### config.mk
export PLATFORM = sky130hd
export DESIGN_NAME = rsa_host_ctrl
export DESIGN_NICKNAME = d
export VERILOG_FILES = /design/src/rtl/rsa_host_pkg.sv /design/src/rtl/rsa_host_ctrl.sv
export SDC_FILE = /design/constraint.sdc
export NUM_CORES = 1
export LEC_CHECK = 0
export BUFFER_PORTS_ARGS = -buffer_cell sky130_fd_sc_hd__clkbuf_2
export CAP_MARGIN = 20
export CELL_PAD_IN_SITES_DETAIL_PLACEMENT = 1
export CELL_PAD_IN_SITES_GLOBAL_PLACEMENT = 1
export CORE_MARGIN = 3
export CORE_UTILIZATION = 42
export CTS_CLUSTER_SIZE = 8
export DETAILED_ROUTE_END_ITERATION = 8
export GPL_TIMING_DRIVEN = 0
export HOLD_SLACK_MARGIN = 0.1
export PLACE_DENSITY_LB_ADDON = 0.3
export SKIP_CTS_REPAIR_TIMING = 1
export SYNTH_ARGS = -nofsm -noshare
export SYNTH_HDL_FRONTEND = slang
export SYNTH_SLANG_ARGS = --single-unit
### constraint.sdc
create_clock -name clk -period 5 [get_ports clk]
set_input_delay 0.25 -clock clk [delete_from_list [all_inputs] [get_ports clk]]
set_output_delay 0.25 -clock clk [all_outputs]
set_load 0.005 [all_outputs]
### src/rtl/rsa_host_pkg.sv
// rsa_host_pkg
//   Shared types and constants for the modular-power host controller.
//   - state_t          : controller FSM states
//   - REG_A0..REG_A3   : register-select codes of the register block
//   - OPERAND_BYTES    : bytes per 256-bit operand / result
//   - LOAD_BYTES       : bytes streamed in per operation (a1, a2, a3)
//   - write_sel()      : register select for a given load byte index
package rsa_host_pkg;

    typedef enum logic [2:0] {
        ST_IDLE    = 3'd0,
        ST_LOAD    = 3'd1,
        ST_START   = 3'd2,
        ST_WAIT_HI = 3'd3,
        ST_WAIT_LO = 3'd4,
        ST_READ    = 3'd5,
        ST_SEND    = 3'd6
    } state_t;

    localparam logic [1:0] REG_A0 = 2'b00;
    localparam logic [1:0] REG_A1 = 2'b01;
    localparam logic [1:0] REG_A2 = 2'b10;
    localparam logic [1:0] REG_A3 = 2'b11;

    localparam int OPERAND_BYTES = 32;
    localparam int LOAD_BYTES    = 96;

    // Bytes 0..31 go to a1, 32..63 to a2, 64..95 to a3.
    function automatic logic [1:0] write_sel(input logic [6:0] idx);
        return REG_A1 + idx[6:5];
    endfunction

endpackage

### src/rtl/rsa_host_ctrl.sv
// rsa_host_ctrl
//   Bus initiator for the 256-bit modular-power register block. Streams
//   96 operand bytes (a1, a2, a3, each LSB first) into the block, pulses
//   start, waits for the busy flag to rise and fall, then reads the 32-byte
//   result a0 and streams it out LSB first.
//
//   Optional feature macro: RSA_HOST_TIMEOUT_EN
//     defined   : each compute-wait state gives up after TIMEOUT_CYCLES,
//                 sets the sticky err output and returns to IDLE.
//     undefined : no err port, the wait states wait forever.
//
//   Ports
//     clk, reset            clock (rising edge), async active-low reset
//     in_valid/in_ready/in_data     host byte input
//     out_valid/out_ready/out_data  result byte output
//     bus_we_n, bus_oe_n, bus_start_n  active-low register-block strobes
//     bus_reg_sel, bus_addr, bus_wdata register select, byte index, data
//     bus_rdata             combinational read data from the block
//     bus_ready             block busy flag (1 while computing)
//     busy                  high whenever the FSM is not in IDLE
//     dbg_state             current FSM state (state_t encoding)
//     err                   sticky timeout flag (timeout build only)
//
//   Handshake: a byte moves on a rising edge where valid & ready are both
//   high. The source holds valid and data stable until that edge; ready may
//   change freely and never depends combinationally on valid.
module rsa_host_ctrl
    import rsa_host_pkg::*;
#(
    parameter int TIMEOUT_CYCLES = 1048576
) (
    input  logic       clk,
    input  logic       reset,
    input  logic       in_valid,
    input  logic [7:0] in_data,
    output logic       in_ready,
    output logic       out_valid,
    output logic [7:0] out_data,
    input  logic       out_ready,
    output logic       bus_we_n,
    output logic       bus_oe_n,
    output logic       bus_start_n,
    output logic [1:0] bus_reg_sel,
    output logic [4:0] bus_addr,
    output logic [7:0] bus_wdata,
    input  logic [7:0] bus_rdata,
    input  logic       bus_ready,
    output logic       busy,
    output logic [2:0] dbg_state
`ifdef RSA_HOST_TIMEOUT_EN
    ,
    output logic       err
`endif
);

    localparam logic [6:0] LAST_IDX = 7'(LOAD_BYTES - 1);
    localparam logic [4:0] LAST_K   = 5'(OPERAND_BYTES - 1);

    // The wait counter needs at least one bit.
    if (TIMEOUT_CYCLES < 2) begin : g_bad_timeout
        $error("rsa_host_ctrl: TIMEOUT_CYCLES must be at least 2");
    end

`ifdef RSA_HOST_TIMEOUT_EN
    localparam int            WAIT_W    = $clog2(TIMEOUT_CYCLES);
    localparam logic [WAIT_W-1:0] WAIT_LAST = WAIT_W'(TIMEOUT_CYCLES - 1);
    logic [WAIT_W-1:0] wait_cnt;
`endif

    state_t     state;
    logic [6:0] idx;   // next load byte index
    logic [4:0] k;     // result byte index being read/sent

    assign dbg_state = state;

    always_ff @(posedge clk or negedge reset) begin
        if (!reset) begin
            state       <= ST_IDLE;
            idx         <= 7'd0;
            k           <= 5'd0;
            in_ready    <= 1'b0;
            out_valid   <= 1'b0;
            out_data    <= 8'h00;
            bus_we_n    <= 1'b1;
            bus_oe_n    <= 1'b1;
            bus_start_n <= 1'b1;
            bus_reg_sel <= REG_A0;
            bus_addr    <= 5'd0;
            bus_wdata   <= 8'h00;
            busy        <= 1'b0;
`ifdef RSA_HOST_TIMEOUT_EN
            wait_cnt    <= '0;
            err         <= 1'b0;
`endif
        end else begin
            // Write and start strobes are single-cycle unless re-armed below.
            bus_we_n    <= 1'b1;
            bus_start_n <= 1'b1;

            case (state)
                ST_IDLE: begin
                    in_ready <= 1'b1;
                    if (in_valid && in_ready) begin
                        // First byte is idx 0: write a1[0] next cycle.
                        bus_we_n    <= 1'b0;
                        bus_reg_sel <= write_sel(7'd0);
                        bus_addr    <= 5'd0;
                        bus_wdata   <= in_data;
                        idx         <= 7'd1;
                        busy        <= 1'b1;
                        state       <= ST_LOAD;
                    end
                end

                ST_LOAD: begin
                    if (in_valid && in_ready) begin
                        bus_we_n    <= 1'b0;
                        bus_reg_sel <= write_sel(idx);
                        bus_addr    <= idx[4:0];
                        bus_wdata   <= in_data;
                        if (idx == LAST_IDX) begin
                            in_ready <= 1'b0;
                            idx      <= 7'd0;
                            state    <= ST_START;
                        end else begin
                            idx <= idx + 7'd1;
                        end
                    end
                end

                // The first START cycle carries the last write strobe; the
                // start pulse follows on the next cycle with we_n high.
                ST_START: begin
                    bus_start_n <= 1'b0;
                    bus_reg_sel <= REG_A0;
                    bus_addr    <= 5'd0;
                    state       <= ST_WAIT_HI;
`ifdef RSA_HOST_TIMEOUT_EN
                    wait_cnt    <= '0;
`endif
                end

                ST_WAIT_HI: begin
                    if (bus_ready) begin
                        state <= ST_WAIT_LO;
`ifdef RSA_HOST_TIMEOUT_EN
                        wait_cnt <= '0;
                    end else if (wait_cnt == WAIT_LAST) begin
                        err      <= 1'b1;
                        busy     <= 1'b0;
                        in_ready <= 1'b1;
                        state    <= ST_IDLE;
                    end else begin
                        wait_cnt <= wait_cnt + 1'b1;
`endif
                    end
                end

                ST_WAIT_LO: begin
                    if (!bus_ready) begin
                        // a0 is valid now: set up the read of byte 0.
                        k           <= 5'd0;
                        bus_oe_n    <= 1'b0;
                        bus_reg_sel <= REG_A0;
                        bus_addr    <= 5'd0;
                        state       <= ST_READ;
`ifdef RSA_HOST_TIMEOUT_EN
                    end else if (wait_cnt == WAIT_LAST) begin
                        err      <= 1'b1;
                        busy     <= 1'b0;
                        in_ready <= 1'b1;
                        state    <= ST_IDLE;
                    end else begin
                        wait_cnt <= wait_cnt + 1'b1;
`endif
                    end
                end

                ST_READ: begin
                    bus_oe_n  <= 1'b1;
                    out_data  <= bus_rdata;
                    out_valid <= 1'b1;
                    state     <= ST_SEND;
                end

                ST_SEND: begin
                    if (out_ready) begin
                        out_valid <= 1'b0;
                        if (k == LAST_K) begin
                            busy     <= 1'b0;
                            in_ready <= 1'b1;
                            state    <= ST_IDLE;
                        end else begin
                            k        <= k + 5'd1;
                            bus_oe_n <= 1'b0;
                            bus_addr <= k + 5'd1;
                            state    <= ST_READ;
                        end
                    end
                end

                default: begin
                    busy     <= 1'b0;
                    in_ready <= 1'b0;
                    state    <= ST_IDLE;
                end
            endcase
        end
    end

endmodule

==> run metrics <==
DP HPWL 4060 µm; Final TNS setup 0 ps; post-synth top area share 46.1%; GPL Wtd Cong 0.768; fmax 479 MHz; final worst slack 2910 ps; # H-tree levels 2; worst skew pair latency 300 ps; Cells after Synth 209; synthesized net count 233; die width 78.8 µm; Global Route Usage Sum 19.9%; fin area 2720 µm²; Final Hold Viols 0; Tmin final 2090 ps; met3 GRT Util 5.67%; syn avg cell area 10.6 µm²; Post-synth EDFFs 0; area of the core 4910 µm²; Core Util, Final 55.4%; fin. max-slew vios 0; Vias/cell 5.32; layout cell share with drive strength beyond 1 37.6%; Vias 1797; clk sinks 44; CTS buffer count 5; Starting Density 45.3%; RSZ-0062 raised after global routing no; worst-path fanout max 10; Max-slew headroom 72.9%; drt pass-1 iters 4; synth-to-layout area growth 22.3%; final WL 5570 µm; PwrDens 572 nW/µm²; Post-Place Setup Slack 2990 ps; Antenna Cells 0; total gr overflow 0; Post-Synthesis Cell Area 2220 µm²; Ys Warns 0; port buffer count 52; Yosys top cell by area dfrtp_1; Worst-Margin Slew 397 ps; # setup viols final 0; fin nets 294; I/O Pins 53; Pleak 1.34 nW; Peak VDD IR 0.334 mV; power after layout 1.56 mW; Critical Path End Type flop; row cnt 25; Netlist cell types 51; GR met1 Demand/Resource 26.1%; CTS root buf clkbuf_8; initial antenna violation count 0; outcome finished clean; TritonCTS clock tree done; Worst Setup Start Kind flop; first-pass GRT wire length 9690 µm; Layout fillers 585; drt first-iter violations 77; total placed instance area 2590 µm²; period utilization 41.8%; wire per inst 16.5 µm; WP data arrival 2260 ps; M2 GR Usage 32.3%; FFs w/ async S/R, synth 100%; Clock Skew 10.2 ps; Seq cells post-synth 44; Final ANT Viol Nets 0; register area share after synthesis 49.7%; Die ar. 6200 µm²; Synth area leaders dfrtp_1 (46%), nand2_1 (7.8%), mux2_2 (5.1%); register area 1100 µm²; Worst-path clk slew 90 ps; global route hottest layer met2; Post-route DRC 0; Worst Hold Class in -> reg; ys flop type dfrtp_1; worst path required time 5170 ps; max-cap violation count 0; largest net degree at the start of global routing 33; die height 78.8 µm; vias in the first global route 1964; critical setup path kind reg -> reg; maximum clock insertion buffer count 2; Multi-input gate area 1040 µm²
==> state kept, by name (all words and copies together) (netlist names) <==
register,count
bus_wdata,8
out_data,8
idx,7
bus_addr,5
k,5
dbg_state,3
bus_reg_sel,2
bus_oe_n,1
bus_start_n,1
bus_we_n,1
busy,1
in_ready,1
out_valid,1
==> placed cells by master, fill, tap and decap left out, types with 2 or more instances in the layout <==
cell      instances
a21o_1            2
a21oi_1           3
a22o_1            3
a31oi_1           2
and2_1            2
and3b_1           2
buf_2             6
buf_4             3
buf_6             2
clkbuf_2         52
clkbuf_8          6
dfrtp_1          41
dfstp_2           3
ha_1              3
mux2_2           10
mux2_4            6
nand2_1          46
nand2b_1          6
nand3_1           4
nand3b_1          4
nor2_1            9
nor2b_1           2
o21ai_0          13
o21ai_1           5
o31ai_1           3
or3b_1            2
==> metrics by stage <==
stage | instances | hold slack, ps
floorplan | 209 | -45.6
global placement | 328 | 440
detailed placement | 329 | 175
global route | 338 | 131
finish | 338 | 130
CTS | 337 | -146
==> cells in the mapped netlist (3+ instances only) <==
master,count
ha_1,3
dfrtp_1,41
o21ai_1,5
nand2b_1,6
o21ai_0,13
buf_4,3
a21oi_1,3
nor2_1,9
nand3b_1,4
mux2_2,10
nand2_1,46
mux2_4,6
buf_2,6
a22o_1,3
nand3_1,4
o31ai_1,3
dfstp_2,3
==> cell type report <==
cell class / instances / share of cell area, %
clock inverter: 2 / 1.43
inverter: 2 / 0.276
clock buffer: 6 / 3.04
buffer: 11 / 2.76
multi-input combinational: 152 / 38.1
sequential: 44 / 40.6
tap: 67 / 3.08
timing repair buffer: 54 / 10.7
==> where the power goes <==
part	internal [mW]	switching (mW)	total, mW	leakage [nW]
sequential	0.484	0.0925	0.577	0.546
clock	0.163	0.127	0.291	0.0614
combinational	0.323	0.366	0.688	0.737
==> worst max-delay path: stages (launching register included) <==
cell     delay [ps]
dfrtp_1         420
ha_1            250
and3_1          190
ha_1            250
and3b_1         220
o21ai_1         280
buf_4           250
o21ai_0         110
==> logic make-up (layout without fill, tap and decap cells) <==
family          after synthesis  count (layout)  synth area share, %
compound gates               45              45                 14.8
xor+xnor                      2               2                0.788
fa+ha+maj                     3               3                 1.69
buf+inv                      13              75                 3.71
flops                        44              44                 49.7
mux                          16              16                 9.12
simple gates                 86              86                 20.2
==> metal layers <==
layer	part of all wire [%]	vias to the layer above
li1	-	854
met1	44	893
met2	49	43
met3	5.5	7
met4	1.3	0
met5	0	-
==> path summary, 6_finish.rpt <==
check | slack [ps] | to | from | cells after the start
hold / removal | 130 | bus_wdata[2]$_DFFE_PN0P_ | in_data[2] | 3
max in group asynchronous | 4070 | bus_we_n$_DFF_PN1_ | reset | 3
setup / recovery | 2910 | k[2]$_DFFE_PN0P_ | k[0]$_DFFE_PN0P_ | 7
min in group asynchronous | 390 | k[0]$_DFFE_PN0P_ | reset | 2
setup reg to reg | 2910 | k[2]$_DFFE_PN0P_ | k[0]$_DFFE_PN0P_ | 7
hold reg to reg | 470 | bus_oe_n$_DFFE_PN1P_ | bus_oe_n$_DFFE_PN1P_ | 2
Note: power is estimated with default switching activity, not from simulation.
